## src/rtl/bit_serial_add_ctrl.sv

```systemverilog
// bit_serial_add_ctrl
// Sequencer that time-shares one external 1-bit full adder to add or
// subtract two WIDTH-bit operands LSB-first, one bit per clock.
//
// Ports
//   clk, rst_n        clock (rising edge), async active-low reset
//   start, sub        operation request; 0 = A+B, 1 = A-B (sampled with start)
//   op_a, op_b        operands, sampled with start in IDLE or DONE
//   busy              high while the bit-serial pass is running
//   done              one-cycle pulse, sum/cout/ovf valid
//   sum, cout, ovf    result, carry out of MSB, signed overflow
//   fa_a, fa_b, fa_c0 drive the external full adder (0 outside RUN)
//   fa_s, fa_c1       full adder sum and carry outputs
//
// state | meaning
// IDLE  | waiting for start
// RUN   | one operand bit per cycle through the full adder
// DONE  | result just completed; start here begins the next operation
module bit_serial_add_ctrl #(
  parameter int WIDTH = 8
) (
  input  logic             clk,
  input  logic             rst_n,
  input  logic             start,
  input  logic             sub,
  input  logic [WIDTH-1:0] op_a,
  input  logic [WIDTH-1:0] op_b,
  output logic             busy,
  output logic             done,
  output logic [WIDTH-1:0] sum,
  output logic             cout,
  output logic             ovf,
  output logic             fa_a,
  output logic             fa_b,
  output logic             fa_c0,
  input  logic             fa_s,
  input  logic             fa_c1
);

  localparam int CNT_W = (WIDTH > 1) ? $clog2(WIDTH) : 1;
  localparam logic [CNT_W-1:0] LAST_CNT = CNT_W'(WIDTH - 1);

  typedef enum logic [1:0] {
    S_IDLE = 2'd0,
    S_RUN  = 2'd1,
    S_DONE = 2'd2
  } state_t;

  state_t           r_state;
  state_t           w_next;
  logic             w_load;
  logic             w_run;
  logic             w_last;
  logic [WIDTH-1:0] w_r_next;

  logic [WIDTH-1:0] r_a_sh;
  logic [WIDTH-1:0] r_b_sh;
  logic [WIDTH-1:0] r_r_sh;
  logic             r_carry;
  logic [CNT_W-1:0] r_bit_cnt;
  logic [WIDTH-1:0] r_sum;
  logic             r_cout;
  logic             r_ovf;

  always_ff @(posedge clk or negedge rst_n) begin
    if (!rst_n) r_state <= S_IDLE;
    else        r_state <= w_next;
  end

  always_comb begin
    w_next = r_state;
    w_load = 1'b0;
    w_run  = 1'b0;
    w_last = 1'b0;
    case (r_state)
      S_IDLE: begin
        if (start) begin
          w_load = 1'b1;
          w_next = S_RUN;
        end
      end
      S_RUN: begin
        w_run = 1'b1;
        if (r_bit_cnt == LAST_CNT) begin
          w_last = 1'b1;
          w_next = S_DONE;
        end
      end
      S_DONE: begin
        if (start) begin
          w_load = 1'b1;
          w_next = S_RUN;
        end else begin
          w_next = S_IDLE;
        end
      end
      default: w_next = S_IDLE;
    endcase
  end

  // Result shifts in from the MSB so that after WIDTH bits it is aligned.
  assign w_r_next = {fa_s, r_r_sh[WIDTH-1:1]};

  always_ff @(posedge clk or negedge rst_n) begin
    if (!rst_n) begin
      r_a_sh    <= '0;
      r_b_sh    <= '0;
      r_r_sh    <= '0;
      r_carry   <= 1'b0;
      r_bit_cnt <= '0;
      r_sum     <= '0;
      r_cout    <= 1'b0;
      r_ovf     <= 1'b0;
    end else if (w_load) begin
      // Subtract as A + ~B + 1: invert B and seed the carry with 1.
      r_a_sh    <= op_a;
      r_b_sh    <= op_b ^ {WIDTH{sub}};
      r_carry   <= sub;
      r_bit_cnt <= '0;
    end else if (w_run) begin
      r_a_sh  <= r_a_sh >> 1;
      r_b_sh  <= r_b_sh >> 1;
      r_r_sh  <= w_r_next;
      r_carry <= fa_c1;
      if (w_last) begin
        r_sum  <= w_r_next;
        r_cout <= fa_c1;
        // r_carry here is the carry into the MSB.
        r_ovf  <= r_carry ^ fa_c1;
      end else begin
        r_bit_cnt <= r_bit_cnt + CNT_W'(1);
      end
    end
  end

  assign busy  = (r_state == S_RUN);
  assign done  = (r_state == S_DONE);
  assign sum   = r_sum;
  assign cout  = r_cout;
  assign ovf   = r_ovf;
  assign fa_a  = w_run & r_a_sh[0];
  assign fa_b  = w_run & r_b_sh[0];
  assign fa_c0 = w_run & r_carry;

endmodule

```

## config.mk

```make
export PLATFORM = sky130hd
export DESIGN_NAME = bit_serial_add_ctrl
export DESIGN_NICKNAME = d
export VERILOG_FILES = /design/src/rtl/bit_serial_add_ctrl.sv
export SDC_FILE = /design/constraint.sdc
export NUM_CORES = 1
export LEC_CHECK = 0
export ABC_AREA = 1
export CORE_UTILIZATION = 50
export DETAILED_ROUTE_END_ITERATION = 16
export GPL_TIMING_DRIVEN = 0
export PLACE_DENSITY_LB_ADDON = 0.25
export SYNTH_ARGS = -nofsm -noshare
export SYNTH_HDL_FRONTEND = slang
export SYNTH_SLANG_ARGS = --single-unit
```

## constraint.sdc

```tcl
create_clock -name clk -period 1.6 [get_ports clk]
set_input_delay 0.16 -clock clk [delete_from_list [all_inputs] [get_ports clk]]
set_output_delay 0.16 -clock clk [all_outputs]
set_load 0.005 [all_outputs]
```

# Word-level counts from Yosys, hierarchy flattened
# Index checks and enable logic that the tools add are counted.
totals:
  regBits: 40
  output_inout_bits: 15
  inputBits: 22
  elab_cells: 47
classes:
  muxes: 18
  reduce_logical: 7
  n_eq_ne: 6
  bitwise_logic: 6
  add_sub_neg: 1
ops:
  columns: ["op", "n"]
  rows:
  - ["$mux W8", 4]
  - ["$mux W3", 3]
  - ["$mux W1", 8]
  - ["$xor A8 B8 Y8", 1]
  - ["$pmux W2 S3", 1]
  - ["$reduce_and A2 Y1", 3]
  - ["$mux W2", 2]
  - ["$ne A2 B2 Y1 const B", 2]
  - ["$add A3 B1 Y3 const B", 1]
  - ["$and A1 B1 Y1", 3]
  - ["$eq A3 B3 Y1 const B", 1]
  - ["$reduce_and A3 Y1", 1]
  - ["$eq A2 B1 Y1 const B", 1]
  - ["$eq A2 B2 Y1 const B", 1]
  - ["$logic_not A2 Y1", 1]
  - ["$ne A2 B1 Y1 const B", 1]
  - ["$reduce_bool A2 Y1", 1]
  - ["$reduce_or A2 Y1", 1]
  - ["$not A1 Y1", 1]
  - ["$xor A1 B1 Y1", 1]

# Logic depth before layout (Yosys ltp)
depth:
  word_depth: 6
  ltp_mapped: 7
  depth_no_buf: 6

# Least setup slack after synthesis
# No wires, ideal clock.
synth_path:
  kind: "register to register"
  start: "register r_bit_cnt[0]"
  end: "register r_sum[0], in the netlist sum[0]"
  required_ns: 1.484
  t_arrival_ns: 1.121
  setup_time_ns: 0.116
  slack_ns: 0.363
  period_less_slack_ns: 1.237
  n_path_buf: 1
  path_stages_with_launch: 8
  cell_sequence: "dfrtp_1 ha_1 ha_1 nand2_2 buf_2 inv_2 nand2_1 nand2_1"
synth_between:
  elab_chain_cells: 4
synth_rtl:
  columns: ["item", "line", "text"]
  rows:
  - ["start: declaration", "60", "logic [CNT_W-1:0] r_bit_cnt;"]
  - ["start signal: assignment", "131", "r_bit_cnt <= r_bit_cnt + CNT_W'(1);"]
  - ["$eq A3 B3 Y1", "84", "if (r_bit_cnt == LAST_CNT) begin"]
  - ["$mux W1", "84", null]
  - ["$mux W1", "75", "case (r_state)"]
  - ["$reduce_and A3 Y1 (no source line)", null, null]
  - ["end signal: assignment", "126", "r_sum <= w_r_next;"]
  - ["end: declaration", "61", "logic [WIDTH-1:0] r_sum;"]
# Every way passes these cells.
# A chain may end at the register's enable or synchronous reset.

# Worst setup path after layout
layout_path:
  start: "register r_state[0]"
  end: "output done"
layout_between:
  elab_chain_cells: 1
layout_rtl:
  columns: ["item", "line", "text"]
  rows:
  - ["start: declaration", "49", "state_t r_state;"]
  - ["start signal: assignment", "67", "else r_state <= w_next;"]
  - ["$eq A2 B2 Y1", "137", "assign done = (r_state == S_DONE);"]
  - ["end: declaration", "29", "output logic done,"]
# Every way passes these cells.

==> reports/results.ini <==
[pwr]
intPower_mw = 2.51
pwr-share-seq_pct = 41.2
p_sw_mw = 1.52
combinationalPowerShare_pct = 42.8
power_frac_clock_pct = 16.0
p_leak_nw = 1.25
vdd_drop_max_uv = 854
power_density_mw_per_mm2 = 1710
swShare_pct = 37.8
power_mw = 4.03

[global_routing]
antenna_found_initial = 0
grt_use_total_pct = 21.7
grt_pass1_wl_um = 6580
overflow = 0
grt_max_degree = 40
grt_pass1_vias = 1505

[critical_path]
rr_startpoint = r_bit_cnt[0]
path_max_fanout = 4
crit_path_end_kind = output pin
arrival_ns = 1.40
cp-startpoint = r_state[0]
critPathKind = reg -> out
required_ns = 1.44
cp-start-kind = flop

[sta]
hold_viol = 39
finalSetupViolCount = 0
fin_crit_ns = 1.56
max_freq_mhz = 641
max_slew.worst_pin.slew_ns = 0.856
finalCritPeriodShare_pct = 97.5
fin_skew_ns = 0.00539
rsz0062_at_grt = no
whs_ns = -0.0336
slew_headroom_pct = 42.9
fin_tns_setup_ns = 0
maxSlewViolCount = 0

[die]
die_h_um = 62.7
die-area_mm2 = 0.00394
initial_core_util_pct = 53.6
core_mm2 = 0.00344
rows = 21
ioPinCount = 37
die_w_um = 62.7

[detailed_routing]
drt_iter0_drc = 83
wl_um = 3800
wire_per_inst_um = 11.5
ant_nets = 0
drtPass1Iterations = 4
drt-vias-per-instance = 4.88
drc = 0
routed-via-count = 1614

[finish]
regArea_um2 = 977
syn_to_final_growth_pct = 27.8
fin_nets = 308
fillers = 289
drive_above_1_share_pct = 10.5
diodes = 0
postLayoutCoreUtil_pct = 68.5
multi_input_area_um2 = 698

[yosys]
yosysUniqueCellTypes = 18
yosysWarnings = 0
syn_area_mm2 = 0.00184
synth.net_count = 264
avgSynthCellArea_um2 = 7.68
synth.ff_latch_count = 39
syn_inst = 240
ys_seq_area_share_pct = 52.9

[clocking]
cts_tree = yes
clock_latency_ns = 0.29
cts_buffer_depth = 2
cts_buffers = 5
cts-root-buf = clkbuf_8
htreeDepth = 2
path_clk_slew_ns = 0.07
clock-sinks = 39

[place]
dp.final_hpwl_um = 2580
io_buffer_count = 35
place_congestion = 0.783

[job]
drv_cap = 0

[min_path]
min_path_type = in -> async

[status]
status = finished, violations left
violations = hold timing

==> synthesized netlist by cell type (all sizes together) <==
master	instances	area, um^2
o21ai	22	110
inv	35	131
nand3b	1	7.51
xnor2	2	17.5
or2	1	6.26
nor2	7	36.3
dfrtp	39	976
buf	8	46.3
ha	2	25.0
nand3	11	55.1
nand2	112	433
==> placed cells by master (no fill, tap or decap) <==
cell type	Yosys	final
nand2_1	109	108
dfrtp_1	39	38
inv_1	32	31
clkdlybuf4s50_1	0	30
o21ai_0	13	13
nand3_1	11	11
o21ai_1	9	9
buf_2	7	7
nor2_1	5	5
clkbuf_8	0	5
inv_2	3	4
dlygate4sd2_1	0	4
nand2_4	1	2
buf_6	1	2
nand2_2	2	2
xnor2_1	2	2
ha_1	2	2
buf_4	0	2
nor2_4	1	1
nor2_2	1	1
nand3b_1	1	1
or2_2	1	1
clkinv_2	0	1
clkinvlp_4	0	1
clkbuf_1	0	1
dfrtp_2	0	1
==> timing repair <==
action | in CTS | in global routing
setup buffers | 2 | 0
hold buffers | 0 | 0
resized for setup | 10 | 0
setup endpoints to repair | 4 | 0
==> worst max-delay path, cell delays in order, from the launching register on <==
cell and delay, ns:
dfrtp_2 0.45, nor2_1 0.14, clkdlybuf4s50_1 0.51
==> layer usage <==
metal	share of wire, %	GRT usage, %	vias up
li1	-	-	809
met1	50	29.0	764
met2	45	34.8	35
met3	3.5	4.01	6
met4	1.5	8.72	0
met5	0	0	-
==> power groups by stage <==
stage | clock network (mW) | registers [mW] | logic [mW]
after floorplan | 0 | 1.64 | 1.05
after global placement | 0 | 1.65 | 1.66
after detailed placement | 0 | 1.67 | 1.70
after CTS | 0.650 | 1.66 | 1.74
after global routing | 0.689 | 1.72 | 1.97
final | 0.643 | 1.66 | 1.73
==> final timing paths <==
path                               to  slack (ns)  depth (start not counted)
setup / recovery                 done        0.04                          2
hold / removal              r_a_sh[2]       -0.03                          1
setup reg to reg               sum[0]        0.23                          7
hold reg to reg             r_b_sh[6]        0.48                          2
max in group asynchronous  r_state[0]        1.03                          1
min in group clk            r_b_sh[5]        0.30                          5
==> per-stage QoR <==
stage	instance area (um^2)	cells	setup WS [ns]	hold slack (ns)
2_1_floorplan	1840	240	0.363	-0.136
3_3_place_gp	2250	321	-0.564	0.460
3_5_place_dp	2250	321	-0.0390	0.320
4_1_cts	2360	331	0.0428	0.00524
5_1_grt	2360	331	0.00431	0.0427
6_report	2360	331	0.0405	-0.0336
==> cell families (layout without fill, tap and decap cells) <==
family / count (synthesis) / count (layout) / share of synthesized area [%]
AO/OA/AOI/OAI: 22 / 22 / 5.97
buffers and inverters: 43 / 88 / 9.63
adder cells (fa/ha/maj): 2 / 2 / 1.36
XOR/XNOR: 2 / 2 / 0.950
AND/OR/NAND/NOR: 132 / 132 / 29.2
flip-flops: 39 / 39 / 52.9
==> state kept, by name, indices dropped and copies added, names as in the netlist <==
register	cells
r_a_sh	8
r_b_sh	8
sum	8
r_r_sh	7
r_bit_cnt	3
r_state	2
cout	1
ovf	1
r_carry	1
==> layout make-up <==
class	instances	share of cell area, %
multi-input combinational	158	29.6
inverter	35	5.57
timing repair buffer	37	15.1
sequential	39	41.5
tap	46	2.44
clock buffer	6	3.08
buffer	8	2.23
clock inverter	2	0.531
No activity file was read; power rests on OpenSTA's default activity.
==> variant: new RTL, same flow settings <==
Encoding of `state_t`: now one-hot (3 bits for 3 states).
--- a/src/rtl/bit_serial_add_ctrl.sv
+++ b/src/rtl/bit_serial_add_ctrl.sv
@@ -40,10 +40,10 @@
   localparam int CNT_W = (WIDTH > 1) ? $clog2(WIDTH) : 1;
   localparam logic [CNT_W-1:0] LAST_CNT = CNT_W'(WIDTH - 1);
 
-  typedef enum logic [1:0] {
-    S_IDLE = 2'd0,
-    S_RUN  = 2'd1,
-    S_DONE = 2'd2
+  typedef enum logic [2:0] {
+    S_IDLE = 3'b001,
+    S_RUN  = 3'b010,
+    S_DONE = 3'b100
   } state_t;
 
   state_t           r_state;
Function: no difference found for any inputs over 10 cycles, from zero or initial values and one cycle with rst_n low; not proved beyond that.
==> variant against the original RTL <==
Design area rose by 12%; area after synthesis grew 8.1%; die area up 7.8%; setup slack better by 0.035 ns; routed wire length grew 16%; maximum frequency up 2.3%; sequential cell count up 1; clock skew up 0.0077 ns; core utilization increased by 1.8 points; total power fell by 4.2%; worst hold slack improved by 0.30 ns.
==> variant: results (changes against the original RTL) <==
Outcome
  – Run status: complete, no violations

Finish
  – Layout cells sized above 1: 20.3% (+9.8 points)
  – Nets: 309 (+0.32%)
  – Final std cells w/o fill: 334 (+0.91%)
  – Antenna diode count: 0 (unchanged)

Global routing
  – First-pass GRT wire length: 7.40 mm (+12%)
  – Largest net degree at the start of global routing: 41 (+2.5%)
  – Vias in the first global route: 1608 (+6.8%)
  – Tot GR Track Use: 22.9% (+1.2 points)

Power and ir drop
  – NetSw: 1.42 mW (-6.9%)
  – Pleak: 1.32 nW (+5.6%)
  – VDD IR max: 0.750 mV (-12%)

Synthesis
  – Dominant cells by area after synthesis: dfrtp_1 49%, nand2_1 15%, nand3_1 8.3%
  – Sequential cell area fraction in the yosys report: 50.3% (-2.6 points)
  – Yosys cell types: 25 (+7)
  – Top cells by count, synth: 81 x nand2_1, 39 x dfrtp_1, 33 x nand3_1
  – Ys flop type: dfrtp_1
  – Syn_nets: 255 (-3.4%)
  – Synth warnings: 0 (unchanged)
  – Syn avg cell area: 8.63 µm² (+12%)

Clocking
  – CTS H-tree depth: 2 (unchanged)
  – Worst-Skew Late Latency: 0.29 ns (about the same)
  – Clk buf depth: 2 (unchanged)
  – CTS clk-pin slew, worst paths: 0.08 ns

STA
  – Least-Margin Pin Slew: 0.484 ns (-0.372 ns)
  – Clock Skew: 0.0131 ns (+0.00771 ns)

Critical path
  – Critical path fanouts, max: 10 (+6)
  – Arrival time at the worst endpoint: 1.36 ns (-0.04 ns)

Routing
  – Drt pass-1 iters: 4 (unchanged)
  – Wire per inst: 13.2 µm (+15%)
  – Drt first-iter violations: 175 (+110%)
  – Vias per inst: 5.01 (+2.7%)

Hold path
  – Worst min-delay path class: in2reg

Placement
  – Post-DP HPWL: 2.79 mm (+8.3%)
  – Gpl congestion: 0.763 (-2.5%)
  – Port Buffers: 34 (-2.9%)
variant: repair_timing:
action | 4_1_cts | 5_1_grt
hold buffers | 1 | 0
setup endpoints to repair | 5 | 4
setup buffers | 9 | 3
hold endpoints to repair | 39 | 0
resized for setup | 23 | 4
pin swaps | 1 | 1
variant: cells by family (layout without fill, tap and decap cells):
group	count (synthesis)	after routing	synth area share, %
AOI/OAI and AO/OA	18	18	6.21
xor gates and xnor gates	9	9	3.96
adders and majority gates	2	2	1.26
buffers and inverters	31	86	8.29
DFF	40	40	50.3
and+or+nand+nor	131	131	30.0
variant: worst paths after layout:
path | startpoint | endpoint | slack (ns) | cells past startpoint
min in group asynchronous | rst_n | sum[3]$_DFFE_PN0P_ | 0.36 | 3
min | start | r_b_sh[1]$_DFFE_PN0P_ | 0.26 | 4
max in group asynchronous | rst_n | r_state[0]$_DFFE_PN1P_ | 0.99 | 3
max reg2reg | r_state[2]$_DFFE_PN0P_ | r_bit_cnt[0]$_DFFE_PN0P_ | 0.13 | 8
max | r_state[0]$_DFFE_PN1P_ | busy | 0.08 | 5
min reg2reg | sum[4]$_DFFE_PN0P_ | sum[4]$_DFFE_PN0P_ | 0.48 | 2
variant: area by class of cell:
cell class                      instances  area, µm²
Clock inverter                          3       42.5
Buffer                                 11       87.6
Sequential cell                        40       1000
Multi-Input combinational cell        160        846
Fill cell                             311       1110
Tap cell                               48       60.1
Clock buffer                            5       68.8
Inverter                               19       76.3
Timing Repair Buffer                   48        447
variant: power by group through the flow:
stage / sequential (mW) / combinational [mW] / clock (mW)
final: 1.56 / 1.48 / 0.814
after global routing: 1.59 / 1.69 / 0.880
after CTS: 1.55 / 1.47 / 0.833
after detailed placement: 1.57 / 1.34 / 0
after global placement: 1.56 / 1.29 / 0
after floorplan: 1.53 / 0.985 / 0
variant: through the flow:
step	cell area [µm²]	setup TNS (ns)	hold WS (ns)	power (mW)	setup slack [ns]
2_1_floorplan	1990	0	-0.136	2.52	0.260
3_3_place_gp	2390	-25.88	0.457	2.85	-0.643
3_5_place_dp	2410	-0.726	0.148	2.91	-0.252
4_1_cts	2630	-0.0296	0.261	3.86	-0.0296
5_1_grt	2630	0	0.276	4.17	0.00508
6_report	2630	0	0.264	3.86	0.0755
variant: critical path, stage by stage, from the launching register on:
cell	delay, ns
dfstp_2	0.55
inv_2	0.05
nand3_4	0.11
inv_6	0.04
buf_6	0.13
clkdlybuf4s15_1	0.20
variant: layer usage:
layer,track usage [%],vias up,wire length [µm]
li1,-,834,-
met1,31.2,797,1960
met2,37.9,39,2240
met3,4.34,2,191
met4,5.71,0,22
met5,0,-,0
